$ cat src/rtl/aes_pkg.sv
// Shared AES-128 types, round constants and the forward S-box used by the
// key schedule and by any SubBytes implementation.
package aes_pkg;

  typedef logic [127:0] block_t;

  typedef enum logic [1:0] {
    IDLE  = 2'd0,
    ISSUE = 2'd1,
    WAIT  = 2'd2,
    DONE  = 2'd3
  } seq_state_t;

  localparam int NR = 10;

  // Byte x of the table sits at bits [8*(255-x) +: 8], i.e. row 0 is the top word.
  localparam logic [2047:0] SBOX_TBL = {
    128'h637c777bf26b6fc53001672bfed7ab76,
    128'hca82c97dfa5947f0add4a2af9ca472c0,
    128'hb7fd9326363ff7cc34a5e5f171d83115,
    128'h04c723c31896059a071280e2eb27b275,
    128'h09832c1a1b6e5aa0523bd6b329e32f84,
    128'h53d100ed20fcb15b6acbbe394a4c58cf,
    128'hd0efaafb434d338545f9027f503c9fa8,
    128'h51a3408f929d38f5bcb6da2110fff3d2,
    128'hcd0c13ec5f974417c4a77e3d645d1973,
    128'h60814fdc222a908846eeb814de5e0bdb,
    128'he0323a0a4906245cc2d3ac629195e479,
    128'he7c8376d8dd54ea96c56f4ea657aae08,
    128'hba78252e1ca6b4c6e8dd741f4bbd8b8a,
    128'h703eb5664803f60e613557b986c11d9e,
    128'he1f8981169d98e949b1e87e9ce5528df,
    128'h8ca1890dbfe6426841992d0fb054bb16
  };

  function automatic logic [7:0] sbox(input logic [7:0] b);
    return SBOX_TBL[{~b, 3'b000} +: 8];
  endfunction

  function automatic logic [7:0] rcon(input logic [3:0] rnd);
    logic [7:0] r;
    case (rnd)
      4'd1:    r = 8'h01;
      4'd2:    r = 8'h02;
      4'd3:    r = 8'h04;
      4'd4:    r = 8'h08;
      4'd5:    r = 8'h10;
      4'd6:    r = 8'h20;
      4'd7:    r = 8'h40;
      4'd8:    r = 8'h80;
      4'd9:    r = 8'h1b;
      4'd10:   r = 8'h36;
      default: r = 8'h00;
    endcase
    return r;
  endfunction

endpackage

$ cat src/rtl/aes_key_step.sv
// Combinational AES-128 key expansion step: one round key to the next
// (RotWord, SubWord, rcon, then the word XOR chain).
module aes_key_step (
  input  logic [127:0] key,
  input  logic [7:0]   rcon_byte,
  output logic [127:0] next_key
);
  import aes_pkg::*;

  logic [31:0] w0_s, w1_s, w2_s, w3_s;
  logic [31:0] t_s;
  logic [31:0] n0_s, n1_s, n2_s, n3_s;

  assign {w0_s, w1_s, w2_s, w3_s} = key;

  // RotWord moves the leading byte of w3 to the end before substitution.
  assign t_s = {sbox(w3_s[23:16]), sbox(w3_s[15:8]), sbox(w3_s[7:0]), sbox(w3_s[31:24])}
             ^ {rcon_byte, 24'h000000};

  assign n0_s = w0_s ^ t_s;
  assign n1_s = w1_s ^ n0_s;
  assign n2_s = w2_s ^ n1_s;
  assign n3_s = w3_s ^ n2_s;

  assign next_key = {n0_s, n1_s, n2_s, n3_s};
endmodule

$ cat src/rtl/aes_round_sequencer.sv
// Iterative AES-128 controller sequencing an external round datapath through NR rounds.
// Optional build macro AES_SEQ_ABORT_EN adds an abort input.
module aes_round_sequencer #(
  parameter int ROUND_LAT = 3,
  parameter int NR        = aes_pkg::NR
) (
  input  logic         clk,
  input  logic         reset,
  input  logic         in_valid,
  output logic         in_ready,
  input  logic [127:0] in_pt,
  input  logic [127:0] in_key,
  output logic         out_valid,
  input  logic         out_ready,
  output logic [127:0] out_ct,
  output logic         rnd_start,
  output logic         rnd_final,
  output logic [127:0] rnd_din,
  output logic [127:0] rnd_key,
  input  logic [127:0] rnd_dout,
  output logic         busy
`ifdef AES_SEQ_ABORT_EN
  ,
  input  logic         abort
`endif
);
  import aes_pkg::*;

  localparam logic [3:0] LAST_RND = 4'(NR);
  localparam logic [3:0] LAT_INIT = 4'(ROUND_LAT);

  seq_state_t state_r;
  block_t     state_blk_r;
  block_t     rk_r;
  block_t     nk_s;
  logic [3:0] rnd_r;
  logic [3:0] lat_cnt_r;
  logic [7:0] rcon_s;
  logic       abort_s;

`ifdef AES_SEQ_ABORT_EN
  assign abort_s = abort;
`else
  assign abort_s = 1'b0;
`endif

  assign rcon_s = rcon(rnd_r);

  aes_key_step u_key_step (
    .key       (rk_r),
    .rcon_byte (rcon_s),
    .next_key  (nk_s)
  );

  // Sequencer FSM with all handshake and datapath-facing outputs registered.
  always_ff @(posedge clk) begin
    if (!reset) begin
      state_r     <= IDLE;
      in_ready    <= 1'b1;
      out_valid   <= 1'b0;
      out_ct      <= 128'h0;
      rnd_start   <= 1'b0;
      rnd_final   <= 1'b0;
      rnd_din     <= 128'h0;
      rnd_key     <= 128'h0;
      busy        <= 1'b0;
      rnd_r       <= 4'd0;
      lat_cnt_r   <= 4'd0;
      rk_r        <= 128'h0;
      state_blk_r <= 128'h0;
    end else begin
      rnd_start <= 1'b0;
      if (abort_s && (state_r != IDLE)) begin
        state_r   <= IDLE;
        in_ready  <= 1'b1;
        out_valid <= 1'b0;
        busy      <= 1'b0;
      end else begin
        case (state_r)
          IDLE: begin
            if (in_valid) begin
              state_blk_r <= in_pt ^ in_key;
              rk_r        <= in_key;
              rnd_r       <= 4'd1;
              in_ready    <= 1'b0;
              busy        <= 1'b1;
              state_r     <= ISSUE;
            end
          end
          ISSUE: begin
            rnd_din   <= state_blk_r;
            rnd_key   <= nk_s;
            rnd_final <= (rnd_r == LAST_RND);
            rnd_start <= 1'b1;
            rk_r      <= nk_s;
            lat_cnt_r <= LAT_INIT;
            state_r   <= WAIT;
          end
          WAIT: begin
            lat_cnt_r <= lat_cnt_r - 4'd1;
            // The datapath result is only guaranteed in the last latency cycle.
            if (lat_cnt_r == 4'd1) begin
              state_blk_r <= rnd_dout;
              if (rnd_r == LAST_RND) begin
                out_ct    <= rnd_dout;
                out_valid <= 1'b1;
                state_r   <= DONE;
              end else begin
                rnd_r   <= rnd_r + 4'd1;
                state_r <= ISSUE;
              end
            end
          end
          DONE: begin
            if (out_ready) begin
              out_valid <= 1'b0;
              in_ready  <= 1'b1;
              busy      <= 1'b0;
              state_r   <= IDLE;
            end
          end
          default: begin
            state_r   <= IDLE;
            in_ready  <= 1'b1;
            out_valid <= 1'b0;
            busy      <= 1'b0;
          end
        endcase
      end
    end
  end

endmodule

$ cat config.mk
export PLATFORM = sky130hd
export DESIGN_NAME = aes_round_sequencer
export DESIGN_NICKNAME = d
export VERILOG_FILES = /design/src/rtl/aes_pkg.sv /design/src/rtl/aes_key_step.sv /design/src/rtl/aes_round_sequencer.sv
export SDC_FILE = /design/constraint.sdc
export NUM_CORES = 2
export LEC_CHECK = 0
export ABC_AREA = 0
export CAP_MARGIN = 20
export CORE_AREA = 2 2 303 305
export DETAILED_ROUTE_END_ITERATION = 8
export DIE_AREA = 0 0 305 307
export PLACE_DENSITY_LB_ADDON = 0.05
export SLEW_MARGIN = 15
export SYNTH_ARGS = -nofsm -noshare
export SYNTH_HDL_FRONTEND = slang
export SYNTH_SLANG_ARGS = --single-unit
$ cat constraint.sdc
create_clock -name clk -period 8.49 [get_ports clk]
set_input_delay 1.698 -clock clk [delete_from_list [all_inputs] [get_ports clk]]
set_output_delay 1.698 -clock clk [all_outputs]
set_load 0.05 [all_outputs]
==> results.py <==
metrics = {
    "setup_path": {
        "worstSetupStartpointType": "register",
        "crit_required_ns": 9.06,
        "critPathMaxFanout": 40,
        "cpPeakStageDelay_ns": 0.82,
        "worst-path-buf-inv": 3,
        "path_delay_family": "compound AO/OA/AOI/OAI gates",
        "crit_arrival_ns": 6.18,
        "worstSetupEndpointType": "register",
        "criticalPathCategory": "reg -> reg",
        "crit_chain": "buf_4 -> clkinv_1 -> ha_1 -> buf_4 -> nor2b_1 -> nor3_1 -> a2111oi_0 -> nor3_1 -> o32ai_1 -> xor2_1 -> xnor2_1 -> or3_1 -> a31oi_1",
        "crit_slowest_cell": "a2111oi_0",
    },
    "pwr": {
        "power.share.clock_pct": 13.5,
        "ir_worst_vdd_uv": 437,
        "swShare_pct": 54.3,
        "internal-power_w": 0.0114,
        "power_leakage_nw": 19.1,
        "total_power_w": 0.0250,
        "p_sw_w": 0.0136,
        "power.density_nw_per_um2": 464,
        "seq_power_share_pct": 19.5,
        "combPwrFrac_pct": 67.0,
    },
    "grt": {
        "gr-usage-met3_pct": 16.5,
        "grt.busiest_layer": "met2",
        "grt_max_degree": 213,
        "antenna_found_initial": 18,
        "first_global_vias": 44600,
        "grt_first_pass_wirelength_mm": 313,
        "met2_usage_pct": 66.1,
        "met1_usage_pct": 53.8,
        "grt_use_total_pct": 44.7,
        "grt-ovfl-total": 0,
    },
    "sta": {
        "min_period_ns": 5.61,
        "setup_viol": 0,
        "fin_skew_ns": 0.0301,
        "rsz0062_at_grt": "no",
        "fmax_mhz": 178,
        "fin_tns_setup_ns": 0,
        "fin_crit_sh_pct": 66.1,
        "tightest_slew_ns": 1.39,
        "slew_headroom_pct": 7.20,
        "worst_slack_ns": 2.88,
        "hold_violations": 0,
        "slew_violations": 0,
    },
    "logic_synthesis": {
        "netlist_top_cells_count": "nor2_1, dfxtp_1, a21oi_1",
        "ys_warn_count": 0,
        "synth_edf_count": 0,
        "synth_top_area_share_pct": 30.3,
        "synth_fp_nets": 6248,
        "synth_most_common_cell": "nor2_1",
        "synth_area_sq_um": 43800,
        "synth_largest_area_cell": "dfxtp_1",
        "avgSynthCellArea_sq_um": 7.57,
        "synthCells": 5787,
        "ys_ff_latch": 663,
        "synth_seq_area_share_pct": 30.3,
        "yosys-top-cells-area": "dfxtp_1, a21oi_1, nor2_1",
        "ys_async_sr_fraction_pct": 0,
        "synthFlopType": "dfxtp_1",
        "synth_cell_types": 108,
    },
    "final_layout": {
        "layout.nets": 6627,
        "fillCellCount": 8292,
        "instances_no_fill": 7415,
        "layout-drive-gt1-share_pct": 5.90,
        "syn_to_final_growth_pct": 23.3,
    },
    "cts": {
        "clock_latency_ns": 0.68,
        "cts_max_level": 3,
        "cts_max_path_buffers": 3,
        "cts.sink_count": 663,
        "cts_root_buf": "clkbuf_16",
        "path_clk_slew_ns": 0.06,
        "post-cts-setup-buffers": 0,
        "cts_buffers": 75,
        "cts_tree": "done",
        "holdBufCountCts": 0,
        "cts_resized": 0,
    },
    "route": {
        "dr.pass1.iters": 9,
        "drt_wl_total_mm": 220,
        "drt-initial-drc-count": 7237,
        "wl_per_cell_um": 29.6,
        "via_count": 49000,
        "viasPerCell": 6.60,
        "drtAntennaViolNets": 0,
        "drc": 0,
    },
    "floorplanning": {
        "core_region_area_sq_um": 90700,
        "pin_count": 777,
        "row_count": 111,
        "die_h_um": 307,
        "dieArea_sq_um": 93600,
        "die_width_um": 305,
        "start_util_pct": 48.3,
    },
    "place": {
        "port_buffers": 776,
        "gp_congestion": 1.07,
        "dp_hpwl_mm": 160,
        "placedCellCount": 7274,
        "dp_slack_ns": 3.27,
    },
    "status": {
        "status": "finished, final reports clean",
    },
    "worst_hold_path": {
        "worstHoldPathType": "reg -> reg",
    },
    "run": {
        "cap_violations": 0,
    },
}
-- cell families after synthesis --
kind of cell / count (synthesis) / share of synthesized area, %
adder cells (fa/ha/maj): 75 / 2.13
multiplexers: 285 / 7.27
AO/OA/AOI/OAI: 1752 / 26.0
AND/OR/NAND/NOR: 2107 / 22.2
flip-flops: 663 / 30.3
buffers and inverters: 623 / 6.05
XOR/XNOR: 282 / 6.06
-- flip-flops by register name (all words and copies together) (netlist names) --
| register | count |
|---|---|
| rnd_start | 1 |
| out_ct | 128 |
| rnd_key | 128 |
| rcon_s | 8 |
| rnd_final | 1 |
| busy | 1 |
| state_blk_r | 128 |
| rnd_r | 4 |
| rnd_din | 128 |
| rk_r | 128 |
| out_valid | 1 |
| lat_cnt_r | 4 |
| state_r | 2 |
| in_ready | 1 |
-- path summary, 6_finish.rpt --
path | start | slack [ns] | cells past startpoint | endpoint
setup reg to reg | rk_r[1]$_SDFFE_PN0P_ | 2.88 | 13 | rk_r[14]$_SDFFE_PN0P_
setup / recovery | rk_r[1]$_SDFFE_PN0P_ | 2.88 | 13 | rk_r[14]$_SDFFE_PN0P_
hold / removal | out_ct[6]$_SDFFE_PN0P_ | 0.45 | 2 | out_ct[6]$_SDFFE_PN0P_
hold reg to reg | out_ct[6]$_SDFFE_PN0P_ | 0.45 | 2 | out_ct[6]$_SDFFE_PN0P_
-- metal layers --
metal,vias to the layer above,routed length [um]
met5,-,140
met4,20,17700
met3,747,28600
met2,3320,92300
met1,23300,81100
li1,21600,-
-- worst min-delay path, cell delays in order (launching register included) --
cell	delay, ns
dfxtp_1	0.31
nand2_1	0.05
a21oi_1	0.05
-- final cells by class --
| class | count | area [sq um] | share of cell area [%] |
|---|---|---|---|
| Clock inverter | 30 | 395 | 0.732 |
| Multi-Input combinational cell | 4501 | 27900 | 51.8 |
| Clock buffer | 103 | 2130 | 3.95 |
| Sequential cell | 663 | 13300 | 24.6 |
| Timing Repair Buffer | 864 | 8480 | 15.7 |
| Inverter | 61 | 239 | 0.443 |
| Tap cell | 1186 | 1480 | 2.75 |
| Antenna cell | 7 | 17.5 | 0.0324 |
-- cell usage in the layout (no fill, tap or decap), types with 24 or more instances in the layout --
master           synthesis  routed
and3_1                  38      38
clkbuf_16                0      77
buf_4                   11      85
dfxtp_1                663     647
o21a_1                  25      24
o211ai_1                80      80
a22oi_1                 99      99
xnor2_1                235     235
nand2b_1               113     113
a211oi_1                98      98
nor3_1                 114     114
inv_1                   46      45
nand3_1                121     121
nand4_1                 27      27
or3_1                   33      33
ha_1                    73      71
or2_2                   32      31
o311ai_0                39      39
a31oi_1                 98      98
a21oi_1                660     660
o21ai_0                226     226
and2_1                  47      47
a221oi_1                27      27
mux2_2                  26      26
xor2_1                  34      34
nand2_1                533     533
clkdlybuf4s50_1          0     775
o22ai_1                 38      38
a311oi_1                42      42
mux2i_1                235     235
nor2_1                 808     806
o221ai_1                35      35
nor2b_1                107     107
-- power by group through the flow --
| stage | clock network, W | logic (W) | registers, W |
|---|---|---|---|
| after floorplan | 0 | 0.0101 | 0.00546 |
| after global placement | 0 | 0.0161 | 0.00486 |
| after detailed placement | 0 | 0.0161 | 0.00489 |
| after CTS | 0.00340 | 0.0161 | 0.00484 |
| after global routing | 0.00352 | 0.0175 | 0.00497 |
| final | 0.00338 | 0.0168 | 0.00489 |
-- stage by stage --
stage | hold WS, ns | cell area, sq um | utilization (%)
after floorplan | 0.444 | 43800 | -
after global placement | 0.440 | 51400 | 56.7
after detailed placement | 0.446 | 51400 | 56.7
after CTS | 0.453 | 54000 | 59.5
after global routing | 0.469 | 54000 | 59.5
final | 0.453 | 54000 | 59.5
No activity file was read; power rests on OpenSTA's default activity.
